<file path="config.mk">
export PLATFORM = sky130hd
export DESIGN_NAME = hamming_secded_pipe
export DESIGN_NICKNAME = d
export VERILOG_FILES = /design/src/rtl/hamming_pkg.sv /design/src/rtl/hamming_syndrome.sv /design/src/rtl/hamming_secded_pipe.sv
export SDC_FILE = /design/constraint.sdc
export NUM_CORES = 1
export LEC_CHECK = 0
export BUFFER_PORTS_ARGS = -buffer_cell sky130_fd_sc_hd__buf_2
export CAP_MARGIN = 20
export CORE_MARGIN = 3
export CORE_UTILIZATION = 45
export CTS_CLUSTER_SIZE = 16
export DETAILED_ROUTE_END_ITERATION = 12
export MAX_ROUTING_LAYER = met4
export PLACE_DENSITY = 0.75
export SKIP_LAST_GASP = 1
export SLEW_MARGIN = 15
export SYNTH_ARGS = -nofsm -noshare
export SYNTH_HDL_FRONTEND = slang
export SYNTH_HIERARCHICAL = 1
export SYNTH_SLANG_ARGS = --single-unit
</file>
<file path="constraint.sdc">
create_clock -name clk -period 2.3 [get_ports clk]
set_clock_uncertainty 0.1 [all_clocks]
set_input_delay 0.69 -clock clk [delete_from_list [all_inputs] [get_ports clk]]
set_output_delay 0.69 -clock clk [all_outputs]
set_load 0.005 [all_outputs]
</file>
<file path="src/rtl/hamming_pkg.sv">
// hamming_pkg: shared sizing helpers, position mapping and status codes for the SEC-DED codec
package hamming_pkg;
  localparam logic [1:0] ST_OK = 2'b00, ST_CORR = 2'b01, ST_DERR = 2'b10;
  function automatic int calc_pw(input int dw);
    int r = 1;
    while ((1 << r) < dw + r + 1) r++;
    return r;
  endfunction
  function automatic bit is_pow2(input int x);
    return x > 0 && (x & (x - 1)) == 0;
  endfunction
  function automatic int pos_to_idx(input int pos);
    int idx = 0;
    for (int p = 3; p < pos; p++) if (!is_pow2(p)) idx++;
    return idx;
  endfunction
endpackage

</file>
<file path="src/rtl/hamming_syndrome.sv">
// hamming_syndrome: combinational syndrome, overall-parity mismatch and data extraction (code in; syn, mis, data out)
module hamming_syndrome import hamming_pkg::*; #(
  parameter int DATA_W = 6,
  localparam int P_W = calc_pw(DATA_W),
  localparam int CODE_W = DATA_W + P_W + 1
) (
  input  logic [CODE_W-1:0] code,
  output logic [P_W-1:0]    syn,
  output logic              mis,
  output logic [DATA_W-1:0] data
);
  always_comb begin
    syn = '0;
    for (int p = 1; p < CODE_W; p++) if (code[p]) syn = syn ^ P_W'(p);
  end
  assign mis = ^code;
  for (genvar i = 1; i < CODE_W; i++) begin : g_pos
    if (!is_pow2(i)) begin : g_dat
      assign data[pos_to_idx(i)] = code[i];
    end
  end
endmodule

</file>
<file path="src/rtl/hamming_secded_pipe.sv">
// hamming_secded_pipe: two-stage valid/ready SEC-DED encode/decode pipeline with saturating error counters
module hamming_secded_pipe import hamming_pkg::*; #(
  parameter int DATA_W = 6,
  parameter int CNT_W = 8,
  localparam int P_W = calc_pw(DATA_W),
  localparam int CODE_W = DATA_W + P_W + 1
) (
  input  logic              clk,
  input  logic              rst,
  input  logic              in_valid,
  output logic              in_ready,
  input  logic              mode,
  input  logic [CODE_W-1:0] in_word,
  output logic              out_valid,
  input  logic              out_ready,
  output logic [CODE_W-1:0] out_word,
  output logic [1:0]        out_status,
  input  logic              clr_cnt,
  output logic [CNT_W-1:0]  corr_cnt,
  output logic [CNT_W-1:0]  derr_cnt
);
  logic adv, v1, m1, mis_c, mis1;
  logic [CODE_W-1:0] placed, raw_c, raw1, pw, res_word;
  logic [P_W-1:0] syn_c, syn1;
  logic [DATA_W-1:0] dat_c, dat1, flip;
  logic [1:0] res_status;
  assign adv = !out_valid || out_ready;
  assign in_ready = adv;
  assign placed[0] = 1'b0;
  for (genvar i = 1; i < CODE_W; i++) begin : g_pos
    if (is_pow2(i)) begin : g_par
      assign placed[i] = 1'b0;
    end else begin : g_dat
      assign placed[i] = in_word[pos_to_idx(i)];
      assign flip[pos_to_idx(i)] = mis1 && int'(syn1) == i;
    end
  end
  assign raw_c = mode ? in_word : placed;
  hamming_syndrome #(.DATA_W(DATA_W)) u_syn (.code(raw_c), .syn(syn_c), .mis(mis_c), .data(dat_c));
  always_comb begin
    pw = '0;
    for (int k = 0; k < P_W; k++) pw[1 << k] = syn1[k];
    pw[0] = mis1 ^ (^syn1);
  end
  assign res_word = m1 ? CODE_W'(dat1 ^ flip) : raw1 | pw;
  assign res_status = !m1 ? ST_OK :
                      mis1 ? (int'(syn1) < CODE_W ? ST_CORR : ST_DERR) :
                      (syn1 == '0 ? ST_OK : ST_DERR);
  always_ff @(posedge clk) begin
    if (rst) begin
      v1 <= 1'b0;
      out_valid <= 1'b0;
      out_word <= '0;
      out_status <= ST_OK;
    end else if (adv) begin
      v1 <= in_valid;
      m1 <= mode;
      raw1 <= raw_c;
      syn1 <= syn_c;
      mis1 <= mis_c;
      dat1 <= dat_c;
      out_valid <= v1;
      out_word <= res_word;
      out_status <= res_status;
    end
  end
  always_ff @(posedge clk) begin
    if (rst || clr_cnt) begin
      corr_cnt <= '0;
      derr_cnt <= '0;
    end else if (out_valid && out_ready) begin
      if (out_status == ST_CORR && corr_cnt != '1) corr_cnt <= corr_cnt + 1'b1;
      if (out_status == ST_DERR && derr_cnt != '1) derr_cnt <= derr_cnt + 1'b1;
    end
  end
endmodule

</file>
* Word-level counts from Yosys, hierarchy flattened
Index checks and enable logic that the tools add are counted.
Operators by class: equality and inequality tests 10, bitwise operators 13, add/sub/neg operators 2, mux-type cells 16, reduce and logical (&&, ||, !) cells 18, div/mod/pow operators 0, shift-type cells 0, multiply operators 0, order comparisons 1
Operators with widths (number):
- 11-bit 2-to-1 mux | 2
- 4-bit equality test (second input constant) | 5
- 8-bit by 1-bit adder with 8-bit output (second input constant) | 2
- 8-bit inequality test (second input constant) | 2
- 2-bit 2-to-1 mux | 6
- 3-bit 2-to-1 mux | 4
- 4-bit 2-to-1 mux | 3
- 11-bit by 9-bit bitwise OR with 11-bit output | 1
- 11-bit XOR reduction | 1
- 2-bit inverter | 5
- 1-bit logical AND | 9
- 2-bit AND reduction | 3
- 6-bit bitwise XOR | 1
- 4-bit by 3-bit equality test with 1-bit output (second input constant) | 1
- 4-bit logical NOT | 1
- 4-bit < comparator (second input constant) | 1
- 4-bit XOR reduction | 1
- 1-bit inverter (first input constant) | 3
- 3-bit inverter | 1
- 2-bit by 1-bit equality test with 1-bit output (second input constant) | 1
- 2-bit equality test (second input constant) | 1
- 1-bit logical OR | 2
- 1-bit logical NOT | 1
- 1-bit 2-to-1 mux | 1
- 2 further kinds | 2
Word-level totals: logic and storage cells 71, register bits 54, ROM bits 0, bits in latches 0, memories kept 0, RAM bits 0, output and inout bits 31

* Logic depth before layout (Yosys ltp)
word-level depth 17, depth in mapped cells 6, depth with buffers taken out 6

* By module
The synthesis kept the hierarchy.
Modules (own cells, without submodules):
- hamming_secded_pipe | cells an instance 225, instances 1, area each 2489.9 sq um
- hamming_syndrome | cells an instance 21, instances 1, area each 205.2 sq um

* Worst setup path before layout
Ideal clock, no wire load.
kind input to register, from input out_ready, to register dat1[0], enable pin, path buffers 1, arrival 1.928 ns, stages on the path 3, slack -0.132 ns, path through nor2b_1 -> buf_2 -> nor2_1
On the way: word-level cells in the longest chain between the ends 2
Ends and longest elaborated chain:
- start, declared | line hamming_secded_pipe.sv:15 | input logic out_ready,
- 1-bit logical OR | line hamming_secded_pipe.sv:27 | assign adv = !out_valid || out_ready;
- 2-bit AND reduction (no line)
- end signal, assigned | line hamming_secded_pipe.sv:61 | dat1 <= dat_c;
- end, declared | line hamming_secded_pipe.sv:25 | logic [DATA_W-1:0] dat_c, dat1, flip;
No other way between the ends. A chain may end at the register's enable or synchronous reset.

* Final worst setup path
from input mode, to register mis1, data pin
On the way: word-level cells in the longest chain between the ends 2
Ends and longest elaborated chain:
- start, declared | line hamming_secded_pipe.sv:12 | input logic mode,
- 11-bit 2-to-1 mux | line hamming_secded_pipe.sv:38 | assign raw_c = mode ? in_word : placed;
- net raw_c[10] | line hamming_secded_pipe.sv:23 | logic [CODE_W-1:0] placed, raw_c, raw1, pw, res_word;
- 11-bit XOR reduction | line hamming_syndrome.sv:16 | assign mis = ^code;
- net mis_c | line hamming_secded_pipe.sv:22 | logic adv, v1, m1, mis_c, mis1;
- end signal, assigned | line hamming_secded_pipe.sv:60 | mis1 <= mis_c;
- end, declared | line hamming_secded_pipe.sv:22
The timed path passes the listed nets, and every way through them passes these cells.

==> key figures <==
Outcome
  – Status: complete, no violations

STA
  – Unrepaired setup endpoints after global routing: no
  – Final Max Slew Viols: 0
  – Minimum clock period: 2.10 ns
  – Final setup fails: 0
  – Fmax: 477 MHz
  – Worst-Margin Slew: 0.561 ns
  – Final setup margin: 0.202 ns
  – Period utilisation layout: 0.912
  – Final Hold Fails: 0
  – Setup TNS: 0 ns
  – Normalized max-slew margin: 0.626

Floorplanning
  – Row count: 27
  – Core area: 5640 µm²
  – Starting Density: 0.478
  – Die Area: 6950 µm²
  – Chip height: 83.4 µm
  – Io pins: 48
  – Die Width: 83.4 µm

Clock tree
  – Clock Latency Late Sink: 0.31 ns
  – CTS tree: built
  – Setup bufs post-CTS: 0
  – Post-CTS sizing: 0
  – Hold buffers post-CTS: 0
  – Worst-path clk slew: 0.10 ns
  – Root Driver: clkbuf_8
  – CTS sink count: 54
  – H-tree lvl count: 2
  – TritonCTS buffer count: 5
  – Clock Tree Buf Depth: 2

Global routing
  – Antenna violations before repair: 0
  – First-pass GRT wire length: 8.68 mm
  – Largest net degree at the start of global routing: 24
  – Grt ovf: 0
  – Vias in the first global route: 1,809
  – Total track usage: 0.159

Detailed routing
  – Vias: 1,954
  – DRT Pass-1 Iters: 4
  – Met3 WL post-DR: 288 µm
  – Avg WL per Cell: 13.9 µm
  – Detailed Route WL: 5.18 mm
  – Metal2 WL: 2.64 mm
  – DRT iter0 DRCs: 77
  – Post-Route M1 WL: 2.19 mm
  – Vias per cell: 5.24
  – Drc violations: 0
  – Routed Antenna Nets: 0
  – Top Metal Used: met4

Power and ir drop
  – Power density over the cells: 662 nW/µm²
  – Leakage power: 1.33 nW
  – VDD IR max: 0.438 mV

Synth
  – Cell area after synthesis: 2700 µm²
  – Distinct cells, synth: 40
  – Syn avg cell area: 11.0 µm²
  – Post-synth EDFFs: 23
  – Yosys warning total: 6
  – Synth area leaders: edfxtp_1 26%, dfxtp_1 23%, xnor2_1 5.8%, ha_1 4.6%, xor2_1 2.9%
  – Async SR Flop Fraction: 0
  – Syn Nets: 273
  – Synth top area share: 0.256
  – Post-synth top flop: dfxtp_1
  – Seq cells post-synth: 54
  – Area leader, netlist: edfxtp_1
  – Sequential element share of the synthesized area: 0.487
  – Post-synthesis instance total: 246

Setup path
  – Worst Path Required: 2.25 ns
  – Critical Path End Type: register
  – Worst EP arrival: 2.05 ns
  – Critical path fanouts, max: 8
  – CP Class: primary input to register
  – Worst setup SP type: primary input

Place
  – Post-DP HPWL: 3.96 mm
  – Port bufs: 47
  – Final Wtd Congestion: 0.838
  – Pre-CTS WS: -0.130 ns
  – Post-Place Cells: 365

Final layout
  – Fin cells: 373
  – Fraction of layout instances using a drive strength above 1: 0.309
  – Layout filler cell count: 467
  – Fin nets: 327
  – Ant diodes: 0
  – Area growth from synthesis to layout: 17.2%

Flow run
  – Max-cap violations: 0

Worst hold path
  – Hold Crit Class: register to register
==> where the power goes <==
| group | switching [mW] | total (mW) | leakage [nW] | internal, mW |
|---|---|---|---|---|
| clock | 0.332 | 0.558 | 0.0502 | 0.226 |
| sequential | 0.0636 | 1.15 | 0.479 | 1.08 |
| combinational | 0.174 | 0.388 | 0.806 | 0.214 |
| total | 0.569 | 2.09 | 1.33 | 1.52 |
==> placed cells by master (no fill, tap or decap), types with 3 or more instances in the layout <==
master    count
a211o_1       3
a211oi_1      5
a21o_1        4
a21oi_1      14
a31o_2        3
and2_1        5
buf_2        47
buf_4        15
clkbuf_8      5
dfxtp_1      31
edfxtp_1     23
ha_1         10
inv_1         7
mux2_2        6
nand2_1      19
nand3_1      13
nand3b_1      5
nor2_1       17
nor3_1        6
xnor2_1      18
xnor2_2       3
xor2_1        9
==> state kept, by name, summed over array words and instances (netlist names) <==
register	count
syn1	4
derr_cnt	8
mis1	1
dat1	6
corr_cnt	8
out_status	2
m1	1
out_word	11
out_valid	1
raw1	11
v1	1
==> worst max-delay path, stage by stage <==
cell     delay [ns]
buf_2          0.17
mux2_2         0.37
xnor2_1        0.20
xnor2_1        0.18
xnor3_1        0.45
==> cell usage after synthesis (2+ instances only) <==
cell / number
a31oi_1: 2
xnor2_1: 18
a211oi_1: 5
nor4_4: 2
a21o_1: 4
buf_2: 4
and2_1: 5
nand2_1: 19
nand3b_1: 5
buf_4: 6
o21ai_0: 2
nand4b_4: 2
nor2b_1: 2
and4_4: 2
nor2_1: 18
o41ai_1: 2
o211ai_1: 2
ha_1: 10
and3_1: 2
edfxtp_1: 23
mux2_2: 6
nor3_1: 6
a21oi_1: 14
xor2_1: 9
clkbuf_1: 5
nor4_2: 2
dfxtp_1: 31
a211o_1: 3
inv_1: 7
nand3_1: 13
xnor2_2: 3
mux2i_1: 2
a31o_2: 3
==> metal layers <==
metal  vias to the layer above  track usage
li1                        971            -
met1                       918        0.187
met2                        59        0.272
met3                         6       0.0357
met4                         0       0.0446
met5                         -            -
==> final timing paths <==
| check | start | end | slack, ns | depth (start not counted) |
|---|---|---|---|---|
| max reg2reg | syn1[0] | out_word[0] | 0.40 | 6 |
| min reg2reg | out_word[9] | out_word[9] | 0.35 | 2 |
| max | mode | mis1 | 0.20 | 5 |
| min | out_word[9] | out_word[9] | 0.35 | 2 |
==> per-stage QoR <==
step	cell area (µm²)	util	hold WS [ns]	power, mW
detailed placement	3060	0.542	0.344	1.56
finish	3160	0.560	0.354	2.09
global route	3160	0.560	0.378	2.20
floorplan	2700	-	0.332	1.45
CTS	3160	0.560	0.358	2.11
global placement	3060	0.542	0.340	1.54
==> area by class of cell <==
class                   instances  area, µm²  share of cell area
repair buffers                 63        368               0.116
clock inverters                 3       28.8             0.00911
multi-input cells             168       1260               0.399
flip-flops and latches         54       1310               0.415
clock buffers                   5       68.8              0.0218
well taps                      72       90.1              0.0285
inverters                       8       30.0             0.00951
==> kinds of logic after synthesis <==
family          Yosys count  share of synthesized area
xor+xnor                 31                      0.114
compound gates           38                     0.0938
fa+ha+maj                10                     0.0464
simple gates             81                      0.180
mux                       8                     0.0325
buf+inv                  24                     0.0464
flops                    54                      0.487
(Power assumes the default switching activity.)
